===== config.mk =====
export PLATFORM = sky130hd
export DESIGN_NAME = hazard_ctrl
export DESIGN_NICKNAME = d
export VERILOG_FILES = /design/src/rtl/hazard_ctrl.sv
export SDC_FILE = /design/constraint.sdc
export NUM_CORES = 1
export LEC_CHECK = 0
export BUFFER_PORTS_ARGS = -buffer_cell sky130_fd_sc_hd__buf_2
export CAP_MARGIN = 30
export CELL_PAD_IN_SITES_DETAIL_PLACEMENT = 2
export CELL_PAD_IN_SITES_GLOBAL_PLACEMENT = 2
export CORE_ASPECT_RATIO = 0.8
export CORE_MARGIN = 10
export CORE_UTILIZATION = 15
export DETAILED_ROUTE_END_ITERATION = 12
export PLACE_DENSITY = 0.76
export SYNTH_ARGS = -nofsm -noshare
export SYNTH_HDL_FRONTEND = slang
export SYNTH_SLANG_ARGS = --single-unit

===== constraint.sdc =====
create_clock -name clk -period 1.06 [get_ports clk]
set_input_delay 0.159 -clock clk [delete_from_list [all_inputs] [get_ports clk]]
set_output_delay 0.159 -clock clk [all_outputs]
set_load 0.03 [all_outputs]

===== src/rtl/hazard_ctrl.sv =====
// hazard_ctrl: load-use stall, branch redirect/flush and memory-wait freeze control.
// Define HAZARD_PERF_EN to add saturating stall/redirect event counters.
module hazard_ctrl #(
    parameter int FLUSH_CYCLES = 1,
    parameter int RA_W         = 5
) (
    input  logic            clk,
    input  logic            rst_n,
    input  logic            id_valid_i,
    input  logic            id_uses_rs1_i,
    input  logic            id_uses_rs2_i,
    input  logic [RA_W-1:0] id_rs1_i,
    input  logic [RA_W-1:0] id_rs2_i,
    input  logic            ex_valid_i,
    input  logic            ex_is_load_i,
    input  logic            ex_branch_taken_i,
    input  logic [RA_W-1:0] ex_rd_i,
    input  logic            mem_busy_i,
    output logic            stall_o,
    output logic            pc_sel_o,
    output logic            flush_if_o,
    output logic            flush_id_o,
    output logic            bubble_ex_o,
`ifdef HAZARD_PERF_EN
    output logic [31:0]     stall_cnt_o,
    output logic [31:0]     flush_cnt_o,
`endif
    output logic [1:0]      state_o
);
    typedef enum logic [1:0] {RUN = 2'd0, MEMWAIT = 2'd1, FLUSH = 2'd2} state_e;
    localparam logic [1:0] FC = 2'(FLUSH_CYCLES);

    state_e     state_q, state_d;
    logic [1:0] cnt_q, cnt_d;
    logic       hazard, redirect, in_run, in_flush;

    assign hazard   = id_valid_i & ex_valid_i & ex_is_load_i & (ex_rd_i != '0) &
                      ((id_uses_rs1_i & (id_rs1_i == ex_rd_i)) | (id_uses_rs2_i & (id_rs2_i == ex_rd_i)));
    assign redirect = ex_valid_i & ex_branch_taken_i & ~mem_busy_i;
    assign in_run   = state_q == RUN;
    assign in_flush = state_q == FLUSH;

    assign stall_o     = mem_busy_i | (hazard & ~redirect & in_run);
    assign pc_sel_o    = redirect;
    assign flush_if_o  = redirect | (in_flush & ~mem_busy_i);
    assign flush_id_o  = flush_if_o;
    assign bubble_ex_o = ~mem_busy_i & (redirect | in_flush | (hazard & in_run));
    assign state_o     = state_q;

    always_comb begin
        state_d = state_q;
        cnt_d   = cnt_q;
        case (state_q)
            RUN: begin
                if (redirect) begin
                    state_d = FLUSH;
                    cnt_d   = FC;
                end else if (mem_busy_i) begin
                    state_d = MEMWAIT;
                end
            end
            MEMWAIT: state_d = mem_busy_i ? MEMWAIT : RUN;
            FLUSH: begin
                // a fresh redirect restarts the flush window; memory stalls freeze it
                if (redirect) begin
                    cnt_d = FC;
                end else if (!mem_busy_i) begin
                    cnt_d   = (cnt_q == 2'd0) ? 2'd0 : cnt_q - 2'd1;
                    state_d = (cnt_q <= 2'd1) ? RUN : FLUSH;
                end
            end
            default: state_d = RUN;
        endcase
    end

    always_ff @(posedge clk or negedge rst_n) begin
        if (!rst_n) begin
            state_q <= RUN;
            cnt_q   <= 2'd0;
        end else begin
            state_q <= state_d;
            cnt_q   <= cnt_d;
        end
    end

`ifdef HAZARD_PERF_EN
    logic [31:0] stall_cnt_q, flush_cnt_q;

    always_ff @(posedge clk or negedge rst_n) begin
        if (!rst_n) begin
            stall_cnt_q <= 32'd0;
            flush_cnt_q <= 32'd0;
        end else begin
            if (stall_o && stall_cnt_q != '1) stall_cnt_q <= stall_cnt_q + 32'd1;
            if (redirect && flush_cnt_q != '1) flush_cnt_q <= flush_cnt_q + 32'd1;
        end
    end

    assign stall_cnt_o = stall_cnt_q;
    assign flush_cnt_o = flush_cnt_q;
`endif
endmodule


[After elaboration in Yosys (flattened, before gate mapping)]
Index checks and enable logic that the tools add are counted.
Word-level totals
  register bits after elaboration: 4
  input bits: 24
  output and inout port bits: 7
  logic and storage cells: 51
Cells by class
  multiplexer cells: 12
  add/subtract/negate cells: 1
  eq/ne operators: 9
  reduce and logical (&&, ||, !) cells: 6
  bitwise gates (word level): 20
  magnitude comparators: 1
Operators by type and width (number)
  2-bit 2-to-1 mux: 9
  1-bit AND: 13
  5-bit == test: 2
  2-bit inequality test, second input constant: 3
  3-bit inequality test, second input constant: 2
  2-bit one-hot mux with 3 select lines: 1
  3-bit AND reduction: 2
  1-bit OR: 5
  5-bit nonzero test: 1
  2-bit logical NOT: 2
  2-bit one-hot mux with 2 select lines: 1
  2-bit by 1-bit == test with 1-bit output, second input constant: 1
  2-bit == test, second input constant: 1
  2-bit by 1-bit <= comparator with 1-bit output, second input constant: 1
  1-bit NOT: 2
  2-bit nonzero test: 1
  2-bit by 1-bit subtractor with 2-bit output, second input constant: 1
  1-bit 2-to-1 mux: 1

[Longest topological paths before layout]
  depth after elaboration: 7
  gate-level depth with buffers: 5
  depth with buffers taken out: 4

[Least setup slack after synthesis]
No wires, ideal clock.
  kind: register to output
  start point: register state_q[1] (netlist: state_o[1])
  end point: output bubble_ex_o
  buffers on the path: 0
  stages on the path, launching flop included: 4
  data required time: 0.901 ns
  slack: -0.730 ns
  arrival: 1.631 ns
  cells stage by stage: dfrtp_1 nor3_1 o211ai_1 o31ai_1
Between the ends
  word-level cells in the longest chain between the ends: 4
  elaborated cells on any way between the ends: 6
  classes of those cells: eq/ne (1); bitwise (4); reduce/logical (1)
RTL lines
  start: declaration: RTL line 33  | state_e state_q, state_d;
  start signal: assignment: RTL line 81  | state_q <= state_d;
  2-bit == test or 2-bit logical NOT (tied branches): RTL line 41, 40
  1-bit OR or 1-bit AND (tied branches): RTL line 47  | assign bubble_ex_o = ~mem_busy_i & (redirect | in_flush | (hazard & in_run));
  1-bit OR (*): RTL line 47
  1-bit AND (*): RTL line 47
  end: declaration: RTL line 23  | output logic bubble_ex_o,
Every way passes the cells marked *; elsewhere a longest branch is shown, timed or not.

[Final worst setup path]
  start point: input ex_rd_i[3]
  end point: output stall_o
Between the ends
  word-level cells in the longest chain between the ends: 7
  elaborated cells on any way between the ends: 11
  classes of those cells: eq/ne (2); bitwise (8); reduce/logical (1)
RTL lines
  start: declaration: RTL line 17  | input logic [RA_W-1:0] ex_rd_i,
  5-bit == test: RTL line 38  | ((id_uses_rs1_i & (id_rs1_i == ex_rd_i)) | (id_uses_rs2_i & (id_rs2_i == ex_rd_i)));
  1-bit AND: RTL line 38
  1-bit OR: RTL line 38
  1-bit AND (*): RTL line 37  | assign hazard = id_valid_i & ex_valid_i & ex_is_load_i & (ex_rd_i != '0) &
  1-bit AND (*) (2 in series): RTL line 43  | assign stall_o = mem_busy_i | (hazard & ~redirect & in_run);
  1-bit OR (*): RTL line 43
  end: declaration: RTL line 19  | output logic stall_o,
Marked as above.

==> metrics.yaml <==
status: "complete, but fails checks"
failed_checks: "negative setup slack"
place_ws_ns: -0.6164
cts_tree: "built"
yosys.cell_types.count: 20
drtPass1Iterations: 4
finalHoldViolCount: 0
layout_commonest_cell: "buf_2"
max-clock-path-buffers: 2
synth_nets: 70
ir_worst_vdd_v: 0.0004764
drc: 0
internal-power_uw: 443.2
htreeDepth: 1
drt-total-wl_mm: 1.936
wl_per_cell_um: 16.98
grt_overflow_total: 0
required_ns: 0.90
final_cell_mix: "buf_2, xor2_1, buf_6, buf_4, nor2_1"
worst_pin_slew_ns: 0.3278
clk_latency_ns: 0.23
drt_iter0_markers: 9
yosys_warnings: 0
p_leak_uw: 0.0003794
antenna_cells: 0
synthSimpleGateAreaFrac: 0.2759
clkTransAtPathRegs_ns: 0.04
yosysTopAreaCellShare: 0.2759
cts.sinks: 4
n_fill_cell: 253
fin_skew_ns: 0.009135
synth.area.top_cells: "dfrtp_1, xor2_1, nor2_1"
fin_crit_sh: 1.453
path_class: "primary input to output pin"
synth_xor_area_frac: 0.2414
vias: 486
worstRegToRegCells: 5
critPathLaunchType: "primary input"
track_usage: 0.08354
switching_share: 0.3229
tns_ns: -1.788
slew_violations: 0
post-dp-hpwl_mm: 1.676
yosys-mux-area-fraction: 0
worst_slack_ns: -0.4800
p_switching_uw: 211.4
p_seq_frac: 0.271
crit_start: "ex_rd_i[3]"
cp-end-kind: "output pin"
grt_pass1_vias: 581
setup_viol: 7
antenna_found_initial: 0
synthAdderAreaFrac: 0
cts-buffers-inserted: 3
max_freq_mhz: 649.3
cts_root_buffer: "clkbuf_4"
slowest_delay_ns: 0.31
fp-row-count: 15
grt_max_degree: 7
path_buf_inv: 2
r2r_start: "state_o[0]"
synth_compound_area_frac: 0.1448
start_util: 0.1625
die_y_um: 63.99
crit_chain: "buf_2 -> xor2_1 -> nor4_2 -> a32oi_2 -> o31ai_4 -> buf_6"
crit_family: "compound AO/OA/AOI/OAI gates"
boundaryPins: 31
whs_ns: 0.2597
reg2reg_to: "cnt_q[0]"
synth_area_um2: 362.8
core-area_um2: 2233
port_buffers: 30
synthCells: 46
grt_pass1_wl_mm: 3.022
rrSetupSlack_ns: -0.06
synth_top_family_by_area: "simple AND/OR/NAND/NOR gates"
fin_util: 0.3473
avgSynthCellArea_um2: 7.888
rsz0062_at_grt: "true"
drive_gt1_frac: 0.6404
drv_cap: 0
path_max_fanout: 3
cp_slowest_cell: "nor4_2"
p_clk_frac: 0.306
max-slew-margin-rel: 0.7815
crit_arrival_ns: 1.38
postRouteAntennaNets: 0
powerDensity_nw_per_um2: 843.8
synth_seq_area_share: 0.2759
avgViaCountPerCell: 4.263
hold_path_class: "primary input to asynchronous set/reset pin"
ys_ff_latch: 4
comb_power_share: 0.423
fin_nets: 114
gp_congestion: 0.7943
yosysTopAreaCell: "dfrtp_1"
die_w_um: 74.99
period_needed_ns: 1.540
die_area_um2: 4799
area_growth_pct: 113.8
-- logic make-up after synthesis --
family                 count (synthesis)
flip-flops                             4
buffers and inverters                  5
AND/OR/NAND/NOR                       20
XOR/XNOR                              10
AO/OA/AOI/OAI                          7
-- layout make-up --
| cell class | instances | area (um2) | area share |
|---|---|---|---|
| multi-input combinational | 37 | 322.8 | 0.4161 |
| timing repair buffer | 40 | 275.3 | 0.3548 |
| sequential | 4 | 102.6 | 0.1323 |
| tap | 25 | 31.28 | 0.04032 |
| clock buffer | 4 | 26.28 | 0.03387 |
| inverter | 4 | 17.52 | 0.02258 |
-- registers in the layout, summed over array words and instances (netlist names) --
signal / count
state_o: 2
cnt_q: 2
-- Yosys cell counts (all sizes together) --
cell type,number
nor3,1
nand3b,1
inv,4
and2,1
nor4,2
a32oi,1
nor2,7
o31ai,2
a21boi,1
a22o,1
nand2,6
dfrtp,4
o21ai,1
nand2b,1
buf,1
xnor2,2
o211ai,1
or4,1
xor2,8
-- per-layer routing --
layer  vias to the layer above  track usage  wire, um
met2                        12       0.1433      1071
li1                        241            -         -
met1                       231      0.09241       764
met3                         2      0.02469        90
met4                         0      0.03538         9
met5                         -            0         0
-- how the worst max path moves through the flow --
stage | end | slack (ns) | cells past startpoint
floorplan | bubble_ex_o | -0.38 | 3
detailed placement | stall_o | -0.62 | 6
global placement | stall_o | -0.55 | 6
global route | stall_o | -0.59 | 5
finish | stall_o | -0.48 | 6
CTS | stall_o | -0.50 | 5
-- power by group through the flow --
stage | sequential, uW | combinational, uW | clock [uW]
after floorplan | 187 | 104 | 0
after global placement | 176 | 216 | 0
after detailed placement | 177 | 225 | 0
after CTS | 176 | 258 | 213
after global routing | 177 | 300 | 228
final | 177 | 277 | 201
-- metrics by stage --
step | total power (uW) | instance area [um2] | instances
floorplan | 291.0 | 406.6 | 46
global placement | 392.4 | 629.4 | 107
detailed placement | 402.4 | 629.4 | 107
CTS | 646.7 | 728.2 | 112
global route | 705.1 | 775.7 | 114
finish | 654.6 | 775.7 | 114
-- worst register-to-register path: cells and delay by family, from the launching register on --
kind / cells / cell delay, ns
AO/OA/AOI/OAI: 1 / 0.18
buffers and inverters: 2 / 0.23
flip-flops: 1 / 0.41
AND/OR/NAND/NOR: 2 / 0.16
-- timing repair --
| item | 4_1_cts | 5_1_grt |
|---|---|---|
| setup endpoints to repair | 7 | 9 |
| hold buffers | 1 | 0 |
| gates resized for setup | 17 | 12 |
| pin swaps | 3 | 5 |
| setup buffers | 0 | 3 |
| endpoints found under the hold margin | 4 | 0 |
Note: power is estimated with default switching activity, not from simulation.
